$ cat src/rtl/mul_ctrl_fsm.sv
// mul_ctrl_fsm: control-path sequencer for the repeated-addition multiplier.
// Takes operand A then B over the shared din bus (op_valid/op_ready). It then
// steps P += A, B -= 1 until the datapath reports B == 0, and pulses done.
// Optional feature: define MUL_CTRL_ABORT_EN to add the abort/aborted ports.
module mul_ctrl_fsm #(
  parameter int CNT_W = 16
) (
  input  logic             clk,
  input  logic             rst_n,
  input  logic             start,
  input  logic             op_valid,
  output logic             op_ready,
  input  logic             eqz,
  output logic             ld_a,
  output logic             ld_b,
  output logic             clr_p,
  output logic             ld_p,
  output logic             dec_b,
  output logic             busy,
  output logic             done,
  output logic [CNT_W-1:0] iter_cnt
`ifdef MUL_CTRL_ABORT_EN
  ,
  input  logic             abort,
  output logic             aborted
`endif
);

  typedef enum logic [2:0] {
    S_IDLE,
    S_LOAD_A,
    S_LOAD_B,
    S_ADD,
    S_DONE
  } state_t;

  state_t state, state_nxt;
  logic   kill;

`ifdef MUL_CTRL_ABORT_EN
  // Abort only means something once an operation is under way.
  assign kill = abort && (state != S_IDLE);

  // One-cycle acknowledge, the cycle after the abort was taken.
  always_ff @(posedge clk or negedge rst_n) begin
    if (!rst_n) aborted <= 1'b0;
    else        aborted <= kill;
  end
`else
  assign kill = 1'b0;
`endif

  // State register.
  always_ff @(posedge clk or negedge rst_n) begin
    if (!rst_n) state <= S_IDLE;
    else        state <= state_nxt;
  end

  // Next-state and strobe decode; load strobes are qualified by op_valid.
  always_comb begin
    state_nxt = state;
    op_ready  = 1'b0;
    ld_a      = 1'b0;
    ld_b      = 1'b0;
    clr_p     = 1'b0;
    ld_p      = 1'b0;
    dec_b     = 1'b0;
    done      = 1'b0;
    busy      = (state != S_IDLE);
    case (state)
      S_IDLE: begin
        if (start) state_nxt = S_LOAD_A;
      end
      S_LOAD_A: begin
        op_ready = 1'b1;
        if (op_valid) begin
          ld_a      = 1'b1;
          state_nxt = S_LOAD_B;
        end
      end
      S_LOAD_B: begin
        op_ready = 1'b1;
        if (op_valid) begin
          ld_b      = 1'b1;
          clr_p     = 1'b1;
          state_nxt = S_ADD;
        end
      end
      S_ADD: begin
        if (!eqz) begin
          ld_p  = 1'b1;
          dec_b = 1'b1;
        end else begin
          state_nxt = S_DONE;
        end
      end
      S_DONE: begin
        done      = 1'b1;
        state_nxt = S_IDLE;
      end
      default: state_nxt = S_IDLE;
    endcase
    // Abort wins over op_valid and eqz: no strobes, straight back to IDLE.
    if (kill) begin
      ld_a      = 1'b0;
      ld_b      = 1'b0;
      clr_p     = 1'b0;
      ld_p      = 1'b0;
      dec_b     = 1'b0;
      done      = 1'b0;
      state_nxt = S_IDLE;
    end
  end

  // Addition counter: cleared when B is loaded, bumped with every decrement.
  // It holds after done so software can read the last operation's count.
  always_ff @(posedge clk or negedge rst_n) begin
    if (!rst_n)     iter_cnt <= '0;
    else if (ld_b)  iter_cnt <= '0;
    else if (dec_b) iter_cnt <= iter_cnt + CNT_W'(1);
  end

endmodule

$ cat config.mk
export PLATFORM = sky130hd
export DESIGN_NAME = mul_ctrl_fsm
export DESIGN_NICKNAME = d
export VERILOG_FILES = /design/src/rtl/mul_ctrl_fsm.sv
export SDC_FILE = /design/constraint.sdc
export NUM_CORES = 1
export LEC_CHECK = 0
export ABC_CLOCK_PERIOD_IN_PS = 2900
export BUFFER_PORTS_ARGS = -buffer_cell sky130_fd_sc_hd__buf_4
export CAP_MARGIN = 5
export CORE_ASPECT_RATIO = 1.2
export CORE_MARGIN = 1
export CORE_UTILIZATION = 54
export CTS_BUF_LIST = sky130_fd_sc_hd__clkbuf_16
export DETAILED_ROUTE_END_ITERATION = 10
export GPL_TIMING_DRIVEN = 0
export PLACE_DENSITY = 0.83
export SETUP_SLACK_MARGIN = 0.4
export SLEW_MARGIN = 0
export SYNTH_ARGS = -nofsm -noshare
export SYNTH_HDL_FRONTEND = slang
export SYNTH_SLANG_ARGS = --single-unit
$ cat constraint.sdc
create_clock -name clk -period 2.9 [get_ports clk]
set_input_delay 0.435 -clock clk [delete_from_list [all_inputs] [get_ports clk]]
set_output_delay 0.435 -clock clk [all_outputs]
set_load 0.005 [all_outputs]
==> results.tsv, run 1 <==
metric	value	unit
clock.fmax	440	MHz
timing.final.crit_period	2270	ps
cpPeakStageDelay	350	ps
die_area	0.00205	mm²
hp-class	in2async	
grt_pass1_wl	3800	µm
final_common_cell	buf_4	
layout_common_cells	31 x buf_4, 19 x dfrtp_1, 16 x nor2_1, 9 x nand2_1, 8 x a21oi_1	
status	completed	
path_buf_inv	5	
place_congestion	0.805	
syn_area	0.00101	mm²
dp_hpwl	1650	µm
track_usage	0.240	
crit_path_start_kind	flop	
max_slew_margin	0.498	
skew	2.03	ps
clk_latency	250	ps
hold_violations	0	
endpoint_kind	output port	
crit_chain	clkbuf_2 -> and4bb_2 -> clkbuf_2 -> clkbuf_2 -> buf_4 -> buf_4	
clk_pin_slew_worst_paths	50	ps
cp.required	2470	ps
cp_max_fo	11	
die_w	41.5	µm
rsz0062_at_grt	no	
synth_nets	115	
wl_per_cell	14.1	µm
postCtsSetupBuffers	0	
syn_avg_cell_area	9.25	µm²
setup_tns	0	ps
dieHeight	49.3	µm
clkSinkCount	19	
leakagePower	0.644	nW
antennaDiodeCount	0	
finalCritPeriodShare	0.784	
vias_per_cell	5.73	
place_area	0.00124	mm²
drt-initial-drc-count	23	
slew_viol_final	0	
io_pins	29	
crit_arrival	1840	ps
final_area	0.00132	mm²
powerDensity	686	mW/mm²
wirelength	2250	µm
max_cap_viol_count	0	
root_buffer	clkbuf_16	
area_growth_syn_to_layout	31.3	%
syn_inst	109	
finalSetupViolCount	0	
ys_types	28	
ys_ff_latch	19	
grt_antenna_before_repair	0	
path_delay_family	buffers and inverters	
grt_max_degree	20	
fp.coreArea	0.00168	mm²
fillers	123	
path_common_cell	clkbuf_2	
drc	0	
synth_warnings	0	
detail_route.first_pass.iterations	4	
cts_buffers	3	
grt_pass1_vias	915	
cts_tree	yes	
core.rowCount	16	
ys_seq_area_frac	0.471	
drive_gt1_frac	0.305	
fin_nets	148	
clk_path_buf_depth	2	
postRouteAntennaNets	0	
ir_worst_vdd	610	µV
overflow	0	
tightest_slew	747	ps
critPathSlowestCell	dfrtp_1	
io_buffers	28	
vias	911	
htree_levels	1	
initial_utilization	0.600	
worstSetupPathType	reg2out	
-- sequential cells by signal, summed over array words and instances, names as in the netlist --
name / cells
iter_cnt: 16
state: 3
-- where the power goes --
| group | switching, mW | leakage, nW | total [mW] | internal [mW] |
|---|---|---|---|---|
| registers | 0.0311 | 0.260 | 0.328 | 0.297 |
| clock network | 0.0909 | 0.0423 | 0.274 | 0.183 |
| logic | 0.150 | 0.341 | 0.306 | 0.156 |
-- logic make-up (layout without fill, tap and decap cells) --
family,Yosys count,count (layout),synth area share
adder cells (fa/ha/maj),1,1,0.0124
flip-flops,19,19,0.471
buffers and inverters,11,43,0.0546
multiplexers,4,4,0.0422
AO/OA/AOI/OAI,13,13,0.0682
XOR/XNOR,9,9,0.0782
AND/OR/NAND/NOR,52,52,0.273
-- cells in the mapped netlist --
| cell type | instances | area (µm²) |
|---|---|---|
| inv_1 | 3 | 11.3 |
| clkbuf_1 | 3 | 11.3 |
| dfrtp_1 | 19 | 475 |
| nand2_1 | 9 | 33.8 |
| and4_1 | 1 | 8.76 |
| nand3_1 | 4 | 20.0 |
| nand4_1 | 3 | 18.8 |
| ha_1 | 1 | 12.5 |
| nand2b_1 | 1 | 6.26 |
| nor3b_1 | 1 | 7.51 |
| o21ai_0 | 4 | 20.0 |
| nor2_1 | 16 | 60.1 |
| a21oi_1 | 8 | 40.0 |
| mux2_2 | 2 | 22.5 |
| xor2_1 | 3 | 26.3 |
| and4bb_2 | 1 | 12.5 |
| mux2i_1 | 2 | 20.0 |
| and4b_1 | 1 | 10.0 |
| nand4bb_1 | 1 | 11.3 |
| or4_1 | 1 | 7.51 |
| a31o_2 | 1 | 8.76 |
| xnor2_1 | 6 | 52.6 |
| buf_2 | 2 | 10.0 |
| nor2b_1 | 2 | 12.5 |
| nor4_1 | 4 | 25.0 |
| buf_4 | 3 | 22.5 |
| nor3_1 | 2 | 10.0 |
| or3_1 | 5 | 31.3 |
-- path summary, 6_finish.rpt --
path / end / slack, ps / depth (start not counted) / start
setup / recovery: ld_b / 630 / 6 / state[1]
hold reg to reg: iter_cnt[15] / 570 / 2 / iter_cnt[15]
min in group clk: state[2] / 490 / 2 / eqz
hold / removal: iter_cnt[8] / 50 / 1 / rst_n
max in group asynchronous: iter_cnt[0] / 2650 / 1 / rst_n
setup reg to reg: iter_cnt[12] / 770 / 5 / state[2]
-- through the flow --
step	util	worst slack (ps)	std cells	power [mW]	hold slack, ps
6_report	0.787	626	159	0.908	53.4
5_1_grt	0.787	538	159	0.960	66.1
4_1_cts	0.786	458	159	0.912	59.2
3_5_place_dp	0.738	403	155	0.634	321
3_3_place_gp	0.738	434	155	0.617	319
2_1_floorplan	-	812	109	0.503	139
-- worst reg2reg max path, stage by stage (launching register included) --
cell       delay (ps)
dfrtp_1           460
nand4bb_1         200
buf_2             180
nor4_1            680
nand4_1           190
mux2_2            300
-- per-layer routing --
layer,GRT usage,routed length [µm],up-vias
met5,0,0,-
met3,0.0407,95,2
met1,0.252,889,440
met4,0.108,13,0
met2,0.453,1250,30
li1,-,-,439
-- timing repair --
item	CTS	global route
hold buffers	0	0
setup endpoints to repair	2	1
pin swaps	0	0
resized for setup	2	2
gates cloned	0	0
-- area by class of cell --
class                   instances  area (µm²)  area share
plain buffers                   8        47.5      0.0359
clock buffers                   3        75.1      0.0567
clock inverters                 1        3.75     0.00284
inverters                       3        11.3     0.00851
multi-input cells              79         478       0.361
flip-flops and latches         19         475       0.359
well taps                      18        22.5      0.0170
repair buffers                 28         210       0.159
(Power assumes the default switching activity.)
==> run 2, diff against run 1 <==
--- a/config.mk
+++ b/config.mk
@@ -5,16 +5,17 @@
 export SDC_FILE = /design/constraint.sdc
 export NUM_CORES = 1
 export LEC_CHECK = 0
-export ABC_CLOCK_PERIOD_IN_PS = 2900
+export ABC_AREA = 1
+export ABC_CLOCK_PERIOD_IN_PS = 2100
 export BUFFER_PORTS_ARGS = -buffer_cell sky130_fd_sc_hd__buf_4
 export CAP_MARGIN = 5
 export CORE_ASPECT_RATIO = 1.2
 export CORE_MARGIN = 1
-export CORE_UTILIZATION = 54
+export CORE_UTILIZATION = 51
 export CTS_BUF_LIST = sky130_fd_sc_hd__clkbuf_16
 export DETAILED_ROUTE_END_ITERATION = 10
 export GPL_TIMING_DRIVEN = 0
-export PLACE_DENSITY = 0.83
+export PLACE_DENSITY = 0.77
 export SETUP_SLACK_MARGIN = 0.4
 export SLEW_MARGIN = 0
 export SYNTH_ARGS = -nofsm -noshare
==> constraint.sdc (replaced) <==
create_clock -name clk -period 2.1 [get_ports clk]
set_input_delay 0.315 -clock clk [delete_from_list [all_inputs] [get_ports clk]]
set_output_delay 0.315 -clock clk [all_outputs]
set_load 0.005 [all_outputs]
==> results.tsv, run 2 <==
metric	value	unit	change
syn_avg_cell_area	6.93	µm²	-25%
initial_utilization	0.539		-0.0611
max_cap_viol_count	0		unchanged
cp_max_fo	5		-6
fp.coreArea	0.00207	mm²	+23%
ys_ff_latch	19		unchanged
fin_util	0.743		-0.0438
clk_path_buf_depth	2		unchanged
fin_nets	208		+41%
ys_top_cells_by_area	dfrtp_1 43%, nand2_1 14%, inv_1 8.4%, nor2_1 8.4%, nand3_1 7.2%		
status	completed		
worstReg2RegEnd	iter_cnt[8]		
detail_route.first_pass.iterations	4		unchanged
ys_types	16		-43%
syn_inst	161		+48%
muxShareOfSynthArea	0		-0.0422
place_area	0.00136	mm²	+9.9%
finalSetupViolCount	0		unchanged
ys_seq_area_frac	0.426		-0.0455
grt_pass1_wl	4420	µm	+17%
syn_area	0.00112	mm²	+11%
io_buffers	28		unchanged
postRouteAntennaNets	0		unchanged
dp_hpwl	1900	µm	+15%
r2r-start	iter_cnt[0]		
leakagePower	0.811	nW	+26%
tightest_slew	293	ps	-453 ps
die_area	0.00238	mm²	+16%
ir_worst_vdd	898	µV	+47%
skew	4.02	ps	+1.99 ps
slew_viol_final	0		unchanged
powerDensity	1030	mW/mm²	+50%
finalCritPeriodShare	0.785		
cp.required	1780	ps	-690 ps
min-delay-start	op_valid		
clk_pin_slew_worst_paths	60	ps	about the same
antennaDiodeCount	0		unchanged
ys_top_cells_by_count	43 x nand2_1, 25 x inv_1, 25 x nor2_1, 19 x dfrtp_1, 16 x nand3_1		
grt_max_degree	20		unchanged
synth_top_family_by_area	simple AND/OR/NAND/NOR gates		
cts_tree	yes		
vias_per_cell	4.92		-14%
rsz0062_at_grt	no		
ff2ff_path_depth	6		+1
vias	1137		+25%
synthAdderAreaFrac	0.0112		-0.00120
worstSetupPathType	reg2out		
whs_endpoint	state[1]		
hp-class	in2reg		
whs_path_depth	3		
overflow	0		unchanged
track_usage	0.257		+0.0169
largest_reg_flops	16		unchanged
synth_warnings	0		unchanged
drive_gt1_frac	0.254		-0.0512
synth_xor_area_frac	0		-0.0782
area_growth_syn_to_layout	38.0	%	
setup_tns	0	ps	unchanged
drt-initial-drc-count	16		-30%
yosysMostFrequentCell	nand2_1		
crit_arrival	1330	ps	-510 ps
regMostFlops	iter_cnt		
hold_violations	0		unchanged
async_flop_share	1.00		unchanged
endpoint_kind	output port		
max_slew_margin	0.802		+0.305
synth_top_area_share	0.426		-0.0455
yosys.area_share.simple	0.374		+0.101
grt_antenna_before_repair	0		unchanged
r2r_setup_slack	700	ps	-70 ps
io_pins	29		unchanged
fillers	164		+33%
synth_edf_count	0		unchanged
wirelength	2730	µm	+21%
yosysTopAreaCell	dfrtp_1		
final_common_cell	nand2_1		
grt_pass1_vias	1096		+20%
timing.final.crit_period	1650	ps	
clock.fmax	607	MHz	
multi_input_area	549	µm²	+15%
crit_path_start_kind	flop		
dieHeight	53.2	µm	+7.9%
reg_top3	iter_cnt (16), state (3)		
clkSinkCount	19		unchanged
synthFlopType	dfrtp_1		
core.rowCount	18		+2
final_area	0.00154	mm²	+16%
synth_nets	167		+45%
hold_ws	398	ps	+344 ps
cts_buffers	3		unchanged
wl_per_cell	11.8	µm	-16%
seq_area	478	µm²	+0.53%
layout_common_cells	43 x nand2_1, 37 x buf_4, 25 x inv_1, 24 x nor2_1, 17 x dfrtp_1		
synth_compound_area_frac	0.0841		+0.0158
place_congestion	0.820		+1.9%
htree_levels	1		unchanged
clk_latency	250	ps	about the same
drc	0		unchanged
root_buffer	clkbuf_16		
die_w	44.7	µm	+7.9%
run 2: changes by cell type after synthesis, sizes merged, moves of 3 or more:
cell / change
o21ai: +4
nand2: +35
or3: -5
clkbuf: -3
xor2: -3
nor4: -4
nor2: +13
inv: +22
xnor2: -6
nand3: +12
run 2: cell type report:
class,instances,area share
Inverter,25,0.0609
Tap cell,30,0.0244
Clock inverter,1,0.00244
Timing Repair Buffer,36,0.177
Clock buffer,3,0.0487
Sequential cell,19,0.310
Multi-Input combinational cell,114,0.357
Buffer,3,0.0195
run 2: worst max-delay path by stage:
stage                  start   end  slack, ps  cells past startpoint
global route        state[0]  ld_b        410                      6
floorplan           state[0]  ld_b        570                      5
CTS                 state[2]  ld_b        410                      6
detailed placement  state[0]  ld_b        280                      6
global placement    state[0]  ld_b        300                      6
finish              state[0]  ld_b        450                      6
run 2: layer usage:
layer,track usage,share of wire,vias to the layer above
met3,0.0341,0.026,6
met4,0.0909,0.015,0
li1,-,-,587
met2,0.480,0.55,22
met5,0,0,-
met1,0.292,0.41,522
run 2: critical path, cell delays in order, from the launching register on:
cell and delay (ps):
dfrtp_2 440, nor2_4 150, nand3_4 120, buf_8 150, inv_2 50, buf_4 90, buf_4 90
run 2: cell families (layout without fill, tap and decap cells):
logic type / count (synthesis) / after routing
AND/OR/NAND/NOR: 95 / 95
buffers and inverters: 28 / 68
flip-flops: 19 / 19
AO/OA/AOI/OAI: 18 / 18
adder cells (fa/ha/maj): 1 / 1
run 2: metrics by stage:
step	instances	setup WS [ps]	power (mW)
after floorplan	161	569	0.819
after global placement	219	296	1.02
after detailed placement	219	283	1.05
after CTS	227	405	1.54
after global routing	231	407	1.69
final	231	451	1.59
run 2: timing repair:
item	4_1_cts	5_1_grt
gates resized for setup	7	3
endpoints found under the setup margin	3	3
hold endpoints to repair	19	0
pin swaps	1	3
buffers inserted	3	4
hold buffers	1	0
run 2: power by group:
group	switching, mW	leakage (nW)	internal, mW
clock	0.137	0.0423	0.253
combinational	0.345	0.513	0.328
sequential	0.0929	0.256	0.433
==> run 3, diff against run 2 <==
--- a/config.mk
+++ b/config.mk
@@ -6,16 +6,16 @@
 export NUM_CORES = 1
 export LEC_CHECK = 0
 export ABC_AREA = 1
-export ABC_CLOCK_PERIOD_IN_PS = 2100
+export ABC_CLOCK_PERIOD_IN_PS = 1400
 export BUFFER_PORTS_ARGS = -buffer_cell sky130_fd_sc_hd__buf_4
 export CAP_MARGIN = 5
 export CORE_ASPECT_RATIO = 1.2
 export CORE_MARGIN = 1
-export CORE_UTILIZATION = 51
+export CORE_UTILIZATION = 46
 export CTS_BUF_LIST = sky130_fd_sc_hd__clkbuf_16
 export DETAILED_ROUTE_END_ITERATION = 10
 export GPL_TIMING_DRIVEN = 0
-export PLACE_DENSITY = 0.77
+export PLACE_DENSITY = 0.74
 export SETUP_SLACK_MARGIN = 0.4
 export SLEW_MARGIN = 0
 export SYNTH_ARGS = -nofsm -noshare
==> constraint.sdc (replaced) <==
create_clock -name clk -period 1.4 [get_ports clk]
set_input_delay 0.21 -clock clk [delete_from_list [all_inputs] [get_ports clk]]
set_output_delay 0.21 -clock clk [all_outputs]
set_load 0.005 [all_outputs]
==> results.tsv, run 3 (synthesis results as in run 2) <==
metric	value	unit	change
status	finished, violations left		
violations	setup timing		
path_common_cell	buf_6		
antennaDiodeCount	0		unchanged
timing.final.ws_setup	-57.2	ps	-509 ps
drt-initial-drc-count	35		+19
tightest_slew	256	ps	-37.4 ps
initial_utilization	0.489		-0.0496
clk_latency	250	ps	about the same
cts_tree	yes		
timing.final.crit_period	1460	ps	
hold_violations	0		unchanged
endpoint_kind	output port		
finalSetupViolCount	5		+5
drc	0		unchanged
cpPeakStageDelay	430	ps	about the same
hp-class	in2reg		
comb_power_share	0.509		+0.086
place_area	0.00141	mm²	+3.6%
clk_pin_slew_worst_paths	60	ps	about the same
ir_worst_vdd	1570	µV	+74%
skew	2.34	ps	-1.68 ps
crit_chain	nor2_4 -> nand3_4 -> buf_6 -> inv_4 -> buf_6 -> buf_6		
path_buf_inv	4		unchanged
grt_max_degree	20		unchanged
die_area	0.00263	mm²	+10%
setup_tns	-156	ps	-156 ps
seq_area	483	µm²	+1.0%
grt_pass1_wl	4860	µm	+9.8%
root_buffer	clkbuf_16		
drive_gt1_frac	0.423		+0.170
cts_buffers	3		unchanged
p_switching	1.04	mW	+81%
dieHeight	56.0	µm	+5.1%
p_sw_frac	0.366		+0.00400
wirelength	3140	µm	+15%
max_slew_margin	0.829		+0.0270
slew_viol_final	0		unchanged
clkSinkCount	19		unchanged
critPathSlowestCell	dfrtp_1		
powerDensity	1540	mW/mm²	+49%
hold_ws	297	ps	-100 ps
clk_path_buf_depth	2		unchanged
overflow	0		unchanged
area_growth_syn_to_layout	65.5	%	
final_cells	246		+6.5%
vias_per_cell	5.17		+5.1%
clockPowerShare	0.208		-0.038
power.internal	1.80	mW	+78%
place_ws	16.5	ps	-267 ps
cp.required	1190	ps	-590 ps
path_delay_family	flip-flops		
crit_arrival	1250	ps	-80 ps
max_cap_viol_count	0		unchanged
multi_input_area	654	µm²	+19%
layout_common_cells	40 x nand2_1, 27 x buf_4, 25 x buf_6, 22 x inv_1, 21 x nor2_1		
fp.coreArea	0.00228	mm²	+10%
place_congestion	0.854		+4.1%
rsz0062_at_grt	yes		
grt_pass1_vias	1212		+11%
clock.fmax	686	MHz	
finalCritPeriodShare	1.04		
p_seq_frac	0.283		-0.048
io_pins	29		unchanged
grt_antenna_before_repair	0		unchanged
crit_path_start_kind	flop		
htree_levels	1		unchanged
wl_per_cell	12.8	µm	+8.3%
reg_top3	iter_cnt (16), state (3)		
leakagePower	0.909	nW	+12%
final_common_cell	nand2_1		
dp_hpwl	1830	µm	-3.8%
core.rowCount	19		+1
detail_route.first_pass.iterations	4		unchanged
final_area	0.00185	mm²	+20%
regMostFlops	iter_cnt		
vias	1272		+12%
largest_reg_flops	16		unchanged
cp_max_fo	3		-2
io_buffers	28		unchanged
postRouteAntennaNets	0		unchanged
fin_nets	222		+6.7%
dp.cells	220		+0.46%
fillers	151		-7.9%
worstSetupPathType	reg2out		
track_usage	0.250		-0.00716
die_w	47.0	µm	+5.1%
## run 3: changes by cell type in the layout (fill, tap and decap cells not counted), sizes merged
cell,before,now
inv,26,25
clkinv,0,1
buf,38,52
## run 3: routing by layer
layer | GRT usage | up-vias | wire [µm]
met1 | 0.316 | 606 | 1240
met5 | 0 | - | 0
met3 | 0.0292 | 9 | 122
met2 | 0.423 | 41 | 1730
met4 | 0.0857 | 0 | 55
li1 | - | 616 | -
## run 3: timing repair
action | in CTS | in global routing
pin swaps | 5 | 2
hold buffers | 1 | 0
setup buffers | 17 | 4
endpoints found under the hold margin | 19 | 0
gates resized for setup | 40 | 17
setup endpoints to repair | 41 | 43
## run 3: final timing paths
check / from / endpoint / slack, ps / cells past startpoint
min in group asynchronous: rst_n / iter_cnt[15] / 360 / 2
max in group asynchronous: rst_n / iter_cnt[12] / 810 / 2
worst min-delay path: op_valid / state[1] / 300 / 3
worst max-delay path: state[2] / ld_b / -60 / 6
worst min register to register: iter_cnt[15] / iter_cnt[15] / 570 / 2
worst max register to register: iter_cnt[1] / iter_cnt[9] / -30 / 9
## run 3: area by class of cell
| class | instances | share of cell area |
|---|---|---|
| well taps | 31 | 0.0210 |
| clock inverters | 1 | 0.00271 |
| inverters | 25 | 0.0522 |
| clock buffers | 3 | 0.0407 |
| multi-input cells | 114 | 0.354 |
| flip-flops and latches | 19 | 0.262 |
| plain buffers | 3 | 0.0163 |
| repair buffers | 50 | 0.251 |
## run 3: per-stage QoR
stage           util  power [mW]
3_5_place_dp   0.619        1.67
5_1_grt        0.809        3.03
4_1_cts        0.765        2.64
6_report       0.809        2.84
3_3_place_gp   0.619        1.64
2_1_floorplan      -        1.33
## run 3: power by group through the flow
stage                     clock network (mW)  logic, mW  registers, mW
after floorplan                            0      0.544          0.785
after global placement                     0      0.844          0.799
after detailed placement                   0      0.866          0.804
after CTS                              0.598       1.26          0.784
after global routing                   0.624       1.59          0.815
final                                  0.590       1.45          0.804
## run 3: worst min-delay path, stage by stage
cell     delay [ps]
buf_4           100
o21ai_0         100
nor2_1          100
